--- src/rtl/btn_debounce_if.sv ---
// rtl/btn_debounce_if.sv - button conditioner pin/level/pulse bundle
interface btn_debounce_if #(
    parameter int NUM_BTN = 4
);
    logic [NUM_BTN-1:0] btn_n_raw;
    logic [NUM_BTN-1:0] btn_n;
    logic [NUM_BTN-1:0] press;
    // "release" is a reserved word, hence the suffix
    logic [NUM_BTN-1:0] release_pulse;
    logic               any_press;

    modport master (
        input  btn_n_raw,
        output btn_n,
        output press,
        output release_pulse,
        output any_press
    );

    modport slave (
        output btn_n_raw,
        input  btn_n,
        input  press,
        input  release_pulse,
        input  any_press
    );
endinterface

--- src/rtl/btn_debounce.sv ---
// rtl/btn_debounce.sv - per-button synchroniser and confirm-counter debouncer
module btn_debounce #(
    parameter int NUM_BTN         = 4,
    parameter int DEBOUNCE_CYCLES = 120000,
    parameter int CNT_W           = $clog2(DEBOUNCE_CYCLES) + 1
) (
    input  logic            clk,
    input  logic            rst_n,
    btn_debounce_if.master  bus
);

    typedef enum logic [1:0] {REL, CONF_P, PRS, CONF_R} state_e;

    localparam logic [CNT_W-1:0] CNT_MAX = CNT_W'(DEBOUNCE_CYCLES - 1);
    localparam logic [CNT_W-1:0] CNT_ONE = CNT_W'(1);

    logic [NUM_BTN-1:0] sync1_q, sync2_q;
    state_e             state_q [NUM_BTN];
    state_e             state_d [NUM_BTN];
    logic [CNT_W-1:0]   cnt_q   [NUM_BTN];
    logic [CNT_W-1:0]   cnt_d   [NUM_BTN];
    logic [NUM_BTN-1:0] btn_n_q, btn_n_d;
    logic [NUM_BTN-1:0] press_q, press_d;
    logic [NUM_BTN-1:0] release_q, release_d;
    logic               any_press_q, any_press_d;

    always_comb begin
        state_d   = state_q;
        cnt_d     = cnt_q;
        press_d   = '0;
        release_d = '0;
        btn_n_d   = '1;
        for (int i = 0; i < NUM_BTN; i++) begin
            case (state_q[i])
                REL: begin
                    if (!sync2_q[i]) begin
                        state_d[i] = CONF_P;
                        cnt_d[i]   = CNT_ONE;
                    end
                end
                CONF_P: begin
                    if (sync2_q[i]) begin
                        state_d[i] = REL;
                        cnt_d[i]   = '0;
                    end else if (cnt_q[i] == CNT_MAX) begin
                        state_d[i] = PRS;
                        cnt_d[i]   = '0;
                        press_d[i] = 1'b1;
                    end else begin
                        cnt_d[i] = cnt_q[i] + 1'b1;
                    end
                end
                PRS: begin
                    if (sync2_q[i]) begin
                        state_d[i] = CONF_R;
                        cnt_d[i]   = CNT_ONE;
                    end
                end
                CONF_R: begin
                    if (!sync2_q[i]) begin
                        state_d[i] = PRS;
                        cnt_d[i]   = '0;
                    end else if (cnt_q[i] == CNT_MAX) begin
                        state_d[i]   = REL;
                        cnt_d[i]     = '0;
                        release_d[i] = 1'b1;
                    end else begin
                        cnt_d[i] = cnt_q[i] + 1'b1;
                    end
                end
                default: begin
                    state_d[i] = REL;
                    cnt_d[i]   = '0;
                end
            endcase
            // The clean level follows the accepted state, so it is registered alongside it
            btn_n_d[i] = (state_d[i] == REL) || (state_d[i] == CONF_P);
        end
        any_press_d = |press_d;
    end

    always_ff @(posedge clk or negedge rst_n) begin
        if (!rst_n) begin
            sync1_q     <= '1;
            sync2_q     <= '1;
            btn_n_q     <= '1;
            press_q     <= '0;
            release_q   <= '0;
            any_press_q <= 1'b0;
            for (int i = 0; i < NUM_BTN; i++) begin
                state_q[i] <= REL;
                cnt_q[i]   <= '0;
            end
        end else begin
            sync1_q     <= bus.btn_n_raw;
            sync2_q     <= sync1_q;
            btn_n_q     <= btn_n_d;
            press_q     <= press_d;
            release_q   <= release_d;
            any_press_q <= any_press_d;
            for (int i = 0; i < NUM_BTN; i++) begin
                state_q[i] <= state_d[i];
                cnt_q[i]   <= cnt_d[i];
            end
        end
    end

    assign bus.btn_n         = btn_n_q;
    assign bus.press         = press_q;
    assign bus.release_pulse = release_q;
    assign bus.any_press     = any_press_q;

endmodule

--- src/flat_wrapper.sv ---
// flat-port wrapper written by rule: the top's interface ports become plain ports
module btn_debounce_flat 
#(
    parameter int NUM_BTN         = 4,
    parameter int DEBOUNCE_CYCLES = 120000,
    parameter int CNT_W           = $clog2(DEBOUNCE_CYCLES) + 1
)
  (clk, rst_n, bus_btn_n_raw, bus_btn_n, bus_press, bus_release_pulse, bus_any_press);
  btn_debounce_if #(.NUM_BTN(NUM_BTN)) bus_i ();
  input  logic clk;
  input  logic rst_n;
  input wire logic [$bits(bus_i.btn_n_raw)-1:0] bus_btn_n_raw;
  output wire logic [$bits(bus_i.btn_n)-1:0] bus_btn_n;
  output wire logic [$bits(bus_i.press)-1:0] bus_press;
  output wire logic [$bits(bus_i.release_pulse)-1:0] bus_release_pulse;
  output wire logic [$bits(bus_i.any_press)-1:0] bus_any_press;
  assign bus_i.btn_n_raw = bus_btn_n_raw;
  assign bus_btn_n = bus_i.btn_n;
  assign bus_press = bus_i.press;
  assign bus_release_pulse = bus_i.release_pulse;
  assign bus_any_press = bus_i.any_press;
  btn_debounce #(.NUM_BTN(NUM_BTN), .DEBOUNCE_CYCLES(DEBOUNCE_CYCLES), .CNT_W(CNT_W)) u_core (.clk(clk), .rst_n(rst_n), .bus(bus_i));
endmodule
--- config.mk ---
export PLATFORM = sky130hd
export DESIGN_NAME = btn_debounce_flat
export DESIGN_NICKNAME = d
export VERILOG_FILES = /design/src/rtl/btn_debounce_if.sv /design/src/rtl/btn_debounce.sv /design/src/flat_wrapper.sv
export SDC_FILE = /design/constraint.sdc
export NUM_CORES = 1
export LEC_CHECK = 0
export CORE_UTILIZATION = 55
export DETAILED_ROUTE_END_ITERATION = 10
export MAX_ROUTING_LAYER = met4
export PLACE_DENSITY = 0.71
export SLEW_MARGIN = 40
export SYNTH_ARGS = -nofsm -noshare
export SYNTH_HDL_FRONTEND = slang
export SYNTH_SLANG_ARGS = --single-unit
--- constraint.sdc ---
create_clock -name clk -period 3.5 [get_ports clk]
set_input_delay 1.05 -clock clk [delete_from_list [all_inputs] [get_ports clk]]
set_output_delay 1.05 -clock clk [all_outputs]
set_load 0.01 [all_outputs]
==> summary.txt, run 1 <==
cell row count -> 34
Fmax achieved -> 405 MHz
average wire per standard cell -> 14.9 um
setup TNS -> 0 ns
RSZ-0062 raised after global routing -> false
FF+latch count, synth -> 101
IO Count -> 19
Syn Std Cell Area -> 5060 um2
Net Count, Synth -> 552
commonest non-fill, non-tap cells in the layout -> dfrtp_1, nand2_1, o21ai_0
Data required, critical path -> 2.45 ns
post-synth cell types -> 45
share of cells above drive strength 1 -> 7.58%
Clock Root Buffer -> clkbuf_8
synthesis-to-finish area growth -> 9.82%
height of the die -> 97.9 um
gpl congestion -> 0.894
Post-CTS Resized -> 0
CP max FO -> 1
Layout Utilization -> 63.1%
Vias/cell -> 5.97
CTS tree -> yes
Final setup viols -> 0
HPWL Detailed -> 6.91 mm
chip width -> 97.9 um
GRT Total Usage -> 23.2%
CP endpoint kind -> output pin
GR Util met2 -> 36.8%
met3 Use GR -> 4.08%
worst vdd ir -> 0.227 mV
post-route ant nets -> 0
sequential share of the synthesized area -> 50.3%
Max Cap Viol -> 0
number of enable flip-flop cells after synthesis -> 0
largest cells by area after synthesis -> dfrtp_1, dfstp_2, o21ai_0
Avg Cell Area, Syn -> 9.33 um2
leading area contributor after synthesis -> dfrtp_1
die area -> 9580 um2
largest net degree at the start of global routing -> 83
Clock Pin Slew Worst Setup and Hold Paths -> 0.10 ns
# port buffers -> 18
Detailed Route Iter0 Violations -> 135
Max Root-Sink Buffers -> 2
crit path cell chain -> clkdlybuf4s50_1
Synth Instances -> 542
critical path's top delay family -> flip-flops
First-pass DRT Iterations -> 8
CP Class -> register to output pin
yosys warns -> 0
drt drc -> 2
violated checks -> DRC
Post-synth top flop -> dfrtp_1
core footprint -> 8810 um2
worst hold path class -> register to register
# H-tree levels -> 3
pwr dens -> 375 nW/um2
Final Hold Vio Count -> 0
fillcell total -> 747
Fin Clk Skew -> 0.00797 ns
Worst EP arrival -> 1.42 ns
CTS Hold Bufs -> 0
Net count, final -> 572
GRT Max-Usage Layer -> met2
Detailed Route WL -> 10.0 mm
ys async rst share -> 100%
first-pass GRT wire length -> 17.5 mm
post-place instance area -> 5350 um2
GRT Residual Overflow -> 0
final non-filler cell area -> 5550 um2
run status -> complete, but fails checks
CTS buffer count -> 9
clock sink count -> 101
commonest non-fill, non-tap cell in the layout -> dfrtp_1
leakage power -> 2.31 nW
kind of launch point of the worst setup path -> register
Initial Util -> 57.4%
postcts setup bufs -> 0
max_slew headroom -> 50.6%
vias in the first global route -> 3772
worst skew pair latency -> 0.35 ns
antenna diode instance count -> 0
worst path bufs/invs -> 1
worst-margin pin slew -> 0.740 ns
fin crit share -> 70.5%
CP peak stage delay -> 0.53 ns
grt met1 use -> 31.0%
CP max stage cell -> dfstp_2
Slew Viols, Final -> 0
via count -> 4028
top cell type's share of synthesized area -> 44.0%
Final Critical Period -> 2.47 ns
initial antenna violation count -> 0
-- metal layers --
layer  routed length, um  vias to the layer above
li1                    -                     2020
met1                4920                     1935
met2                4720                       67
met3                 322                        6
met4                  80                        0
met5                   0                        -
-- stage by stage --
step | hold slack [ns] | std cells | worst slack (ns) | power [W]
final | 0.360 | 675 | 1.03 | 0.00208
after global routing | 0.364 | 675 | 0.979 | 0.00216
after CTS | 0.362 | 675 | 1.01 | 0.00211
after detailed placement | 0.347 | 659 | 1.24 | 0.00136
after global placement | 0.345 | 659 | 1.34 | 0.00135
after floorplan | 0.345 | 542 | 1.50 | 0.00130
-- synthesized netlist by cell type (12+ instances only) --
cell and n:
nand3_1 45, or3_1 18, nor4_1 16, o21ai_0 51, dfstp_2 12, inv_1 20
nor2_1 29, nor3_1 15, a21oi_1 29, nand2_1 65, a21o_1 20, dfrtp_1 89
nand4_1 16
-- kinds of logic after synthesis --
group | synth area share [%]
AO/OA/AOI/OAI | 14.6
XOR/XNOR | 2.60
adder cells (fa/ha/maj) | 0.990
buffers and inverters | 2.50
flip-flops | 50.3
multiplexers | 2.20
AND/OR/NAND/NOR | 26.8
-- final timing paths --
| path | to | depth (start not counted) | slack, ns | startpoint |
|---|---|---|---|---|
| max | bus_btn_n[1] | 1 | 1.03 | u_core.bus.btn_n[1]$_DFF_PN1_ |
| min | u_core.sync2_q[2]$_DFF_PN1_ | 0 | 0.36 | u_core.sync1_q[2]$_DFF_PN1_ |
| max reg2reg | u_core.cnt_q[34]$_DFFE_PN0P_ | 5 | 1.17 | u_core.cnt_q[24]$_DFFE_PN0P_ |
| min reg2reg | u_core.sync2_q[2]$_DFF_PN1_ | 0 | 0.36 | u_core.sync1_q[2]$_DFF_PN1_ |
| max in group asynchronous | u_core.cnt_q[2]$_DFFE_PN0P_ | 2 | 2.12 | rst_n |
| min in group asynchronous | u_core.cnt_q[62]$_DFFE_PN0P_ | 1 | 0.73 | rst_n |
-- state kept, by name (all words and copies together) (netlist names) --
signal	cells
u_core.sync2_q	4
u_core.cnt_q	72
u_core.sync1_q	4
u_core.bus.release_pulse	4
u_core.state_q	8
u_core.bus.any_press	1
u_core.bus.btn_n	4
u_core.bus.press	4
-- cell type report --
cell class              count  area, um2  area share [%]
repair buffers             21        204            3.67
multi-input cells         409       2400            43.1
inverters                  20       75.1            1.35
flip-flops and latches    101       2540            45.8
clock buffers              11        141            2.55
well taps                 108        135            2.43
clock inverters             5       60.1            1.08
-- power by group --
| group | internal, W | switching [W] |
|---|---|---|
| registers | 0.00119 | 0.0000235 |
| logic | 0.0000411 | 0.0000811 |
| clock network | 0.000352 | 0.000395 |
| total | 0.00158 | 0.000499 |
Power figures use the tool's default switching activity.
==> run 2: changes to the inputs <==
==> constraint.sdc (replaced) <==
create_clock -name clk -period 2.5 [get_ports clk]
set_input_delay 0.75 -clock clk [delete_from_list [all_inputs] [get_ports clk]]
set_output_delay 0.75 -clock clk [all_outputs]
set_load 0.01 [all_outputs]
==> run 2 against run 1 <==
  * The run still ends with DRC left
  * Total power rose by 45%
  * Critical path depth rose by 4
  * Highest routed layer unchanged
  * Sequential share of layout area fell by 0.79 points
  * Flip-flop and latch count did not move
  * Routed wire length rose by 3.3%
  * Core utilization rose by 1.1 points
  * Worst hold slack improved by 0.0011 ns
  * Clock power rose by 53%
  * Critical path type is now register to register
  * Via count rose by 3.1%
  * Clock skew rose by 0.0014 ns
  * Critical endpoint is now u_core.cnt_q[34]$_DFFE_PN0P_
==> summary.txt, run 2 (synthesized netlist as in run 1, its figures left out) <==
CP max FO -> 15
IO Count -> 19
worst-margin pin slew -> 0.737 ns
Final Critical Period -> 2.31 ns
CP endpoint kind -> register
Fin Clk Skew -> 0.00939 ns
clock sink count -> 101
CP Class -> register to register
pwr dens -> 533 nW/um2
Detailed Route WL -> 10.4 mm
NetSw -> 0.000689 W
max reg flops -> 72
Reg2Reg Setup Slack -> 0.19 ns
kind of launch point of the worst setup path -> register
antenna diode instance count -> 0
Slew Viols, Final -> 0
height of the die -> 97.9 um
Reg2Reg Capture Point -> u_core.cnt_q[34]$_DFFE_PN0P_
fillcell total -> 738
Clk network pwr share -> 37.7%
Cell Int Power -> 0.00233 W
commonest non-fill, non-tap cell in the layout -> dfrtp_1
Detailed Route Iter0 Violations -> 184
worst skew pair latency -> 0.35 ns
worst path bufs/invs -> 0
critical path's top delay family -> simple AND/OR/NAND/NOR gates
Post-CTS Resized -> 0
Net count, final -> 579
post-route ant nets -> 0
vias in the first global route -> 3883
Data required, critical path -> 2.75 ns
drt drc -> 2
commonest non-fill, non-tap cells in the layout -> dfrtp_1, nand2_1, o21ai_0
CTS tree -> yes
Vias/cell -> 6.09
# H-tree levels -> 3
largest net degree at the start of global routing -> 41
worst vdd ir -> 0.335 mV
hold path depth -> 0
R2R cell count -> 5
RSZ-0062 raised after global routing -> false
Clock Pin Slew Worst Setup and Hold Paths -> 0.10 ns
Reg power frac -> 56.4%
final non-filler cell area -> 5650 um2
postcts setup bufs -> 0
CP max stage cell -> or4_1
CTS Hold Bufs -> 0
GRT Residual Overflow -> 0
Worst path most repeated cell -> a21o_1
run status -> complete, but fails checks
Max Cap Viol -> 0
core footprint -> 8810 um2
violated checks -> DRC
placed cell count -> 666
largest register by flop count -> u_core.cnt_q
Final setup viols -> 0
Hold EP -> u_core.sync2_q[1]$_DFF_PN1_
leakage power -> 2.37 nW
synthesis-to-finish area growth -> 11.8%
via count -> 4152
setup TNS -> 0 ns
max_slew headroom -> 50.7%
Clock Root Buffer -> clkbuf_8
share of cells above drive strength 1 -> 8.71%
Switching Share -> 22.9%
Fmax achieved -> 433 MHz
First-pass DRT Iterations -> 8
fin crit share -> 92.5%
Initial Util -> 57.4%
sequential cell area -> 2540 um2
cell row count -> 34
Top Registers -> u_core.cnt_q (72), u_core.state_q (8)
chip width -> 97.9 um
# port buffers -> 18
gpl congestion -> 0.882
Worst EP arrival -> 2.56 ns
fin cells -> 682
Max Root-Sink Buffers -> 2
post-place instance area -> 5430 um2
die area -> 9580 um2
CTS buffer count -> 9
HPWL Detailed -> 7.19 mm
initial antenna violation count -> 0
crit path cell chain -> or4_1 -> nor4_1 -> a21o_1 -> o21ai_0 -> a21o_1
HP Start -> u_core.sync1_q[1]$_DFF_PN1_
average wire per standard cell -> 15.2 um
reg2reg start -> u_core.cnt_q[24]$_DFFE_PN0P_
footprint of the multi-input gates -> 2400 um2
Final Hold Vio Count -> 0
worst hold path class -> register to register
first-pass GRT wire length -> 17.9 mm
GRT Total Usage -> 23.6%
Gate power share -> 5.9%
CP peak stage delay -> 0.55 ns
==> run 2: cell count changes in the layout (fill, tap and decap cells not counted), sizes merged <==
cell,delta
buf,+7
inv,+1
bufinv,+1
clkinv,-1
clkinvlp,-1
==> run 2: power by group through the flow <==
stage / Sequential [W] / Clock, W / Combinational (W)
floorplan: 0.00172 / 0 / 0.000105
global placement: 0.00173 / 0 / 0.000175
detailed placement: 0.00173 / 0 / 0.000181
CTS: 0.00170 / 0.00117 / 0.000182
global route: 0.00171 / 0.00123 / 0.000203
finish: 0.00170 / 0.00114 / 0.000179
==> run 2: how the worst max path moves through the flow <==
| stage | start | endpoint | cells after the start |
|---|---|---|---|
| CTS | u_core.cnt_q[24]$_DFFE_PN0P_ | u_core.cnt_q[34]$_DFFE_PN0P_ | 5 |
| finish | u_core.cnt_q[24]$_DFFE_PN0P_ | u_core.cnt_q[34]$_DFFE_PN0P_ | 5 |
| global placement | u_core.cnt_q[24]$_DFFE_PN0P_ | u_core.cnt_q[29]$_DFFE_PN0P_ | 5 |
| global route | u_core.cnt_q[24]$_DFFE_PN0P_ | u_core.cnt_q[28]$_DFFE_PN0P_ | 5 |
| detailed placement | u_core.cnt_q[24]$_DFFE_PN0P_ | u_core.cnt_q[29]$_DFFE_PN0P_ | 5 |
| floorplan | u_core.cnt_q[24]$_DFFE_PN0P_ | u_core.cnt_q[25]$_DFFE_PN0P_ | 6 |
==> run 2: per-layer routing <==
| metal | global-route usage, % | wire [um] | vias up |
|---|---|---|---|
| met4 | 9.09 | 138 | 0 |
| li1 | - | - | 2034 |
| met2 | 35.6 | 4860 | 93 |
| met1 | 31.9 | 4930 | 2015 |
| met5 | - | 0 | - |
| met3 | 4.29 | 439 | 10 |
==> run 2: cell type report <==
class | instances | area share [%]
clock buffer | 11 | 2.50
clock inverter | 5 | 1.46
inverter | 20 | 1.33
multi-input combinational | 409 | 42.4
sequential | 101 | 45.0
tap | 108 | 2.39
timing repair buffer | 28 | 4.91
==> run 2: worst reg2reg max path, cell delays in order (launching register included) <==
cell and delay (ns):
dfrtp_1 0.42, or4_1 0.55, nor4_1 0.39, a21o_1 0.47
o21ai_0 0.18, a21o_1 0.20
==> run 2: stage by stage <==
stage / hold WS [ns] / setup WS [ns] / power, W / util (%)
6_report: 0.362 / 0.189 / 0.00301 / 64.2
3_3_place_gp: 0.345 / 0.289 / 0.00190 / 61.5
4_1_cts: 0.362 / 0.216 / 0.00306 / 64.2
3_5_place_dp: 0.347 / 0.231 / 0.00191 / 61.6
2_1_floorplan: 0.345 / 0.499 / 0.00183 / -
5_1_grt: 0.368 / 0.0572 / 0.00314 / 64.2
==> run 3: changes to the inputs <==
--- a/config.mk
+++ b/config.mk
@@ -7,6 +7,7 @@
 export LEC_CHECK = 0
 export CORE_UTILIZATION = 55
 export DETAILED_ROUTE_END_ITERATION = 10
+export HOLD_SLACK_MARGIN = 0.08
 export MAX_ROUTING_LAYER = met4
 export PLACE_DENSITY = 0.71
 export SLEW_MARGIN = 40
==> results of run 3 <==
The final DEF is identical to that of run 2; final timing and power are the same.
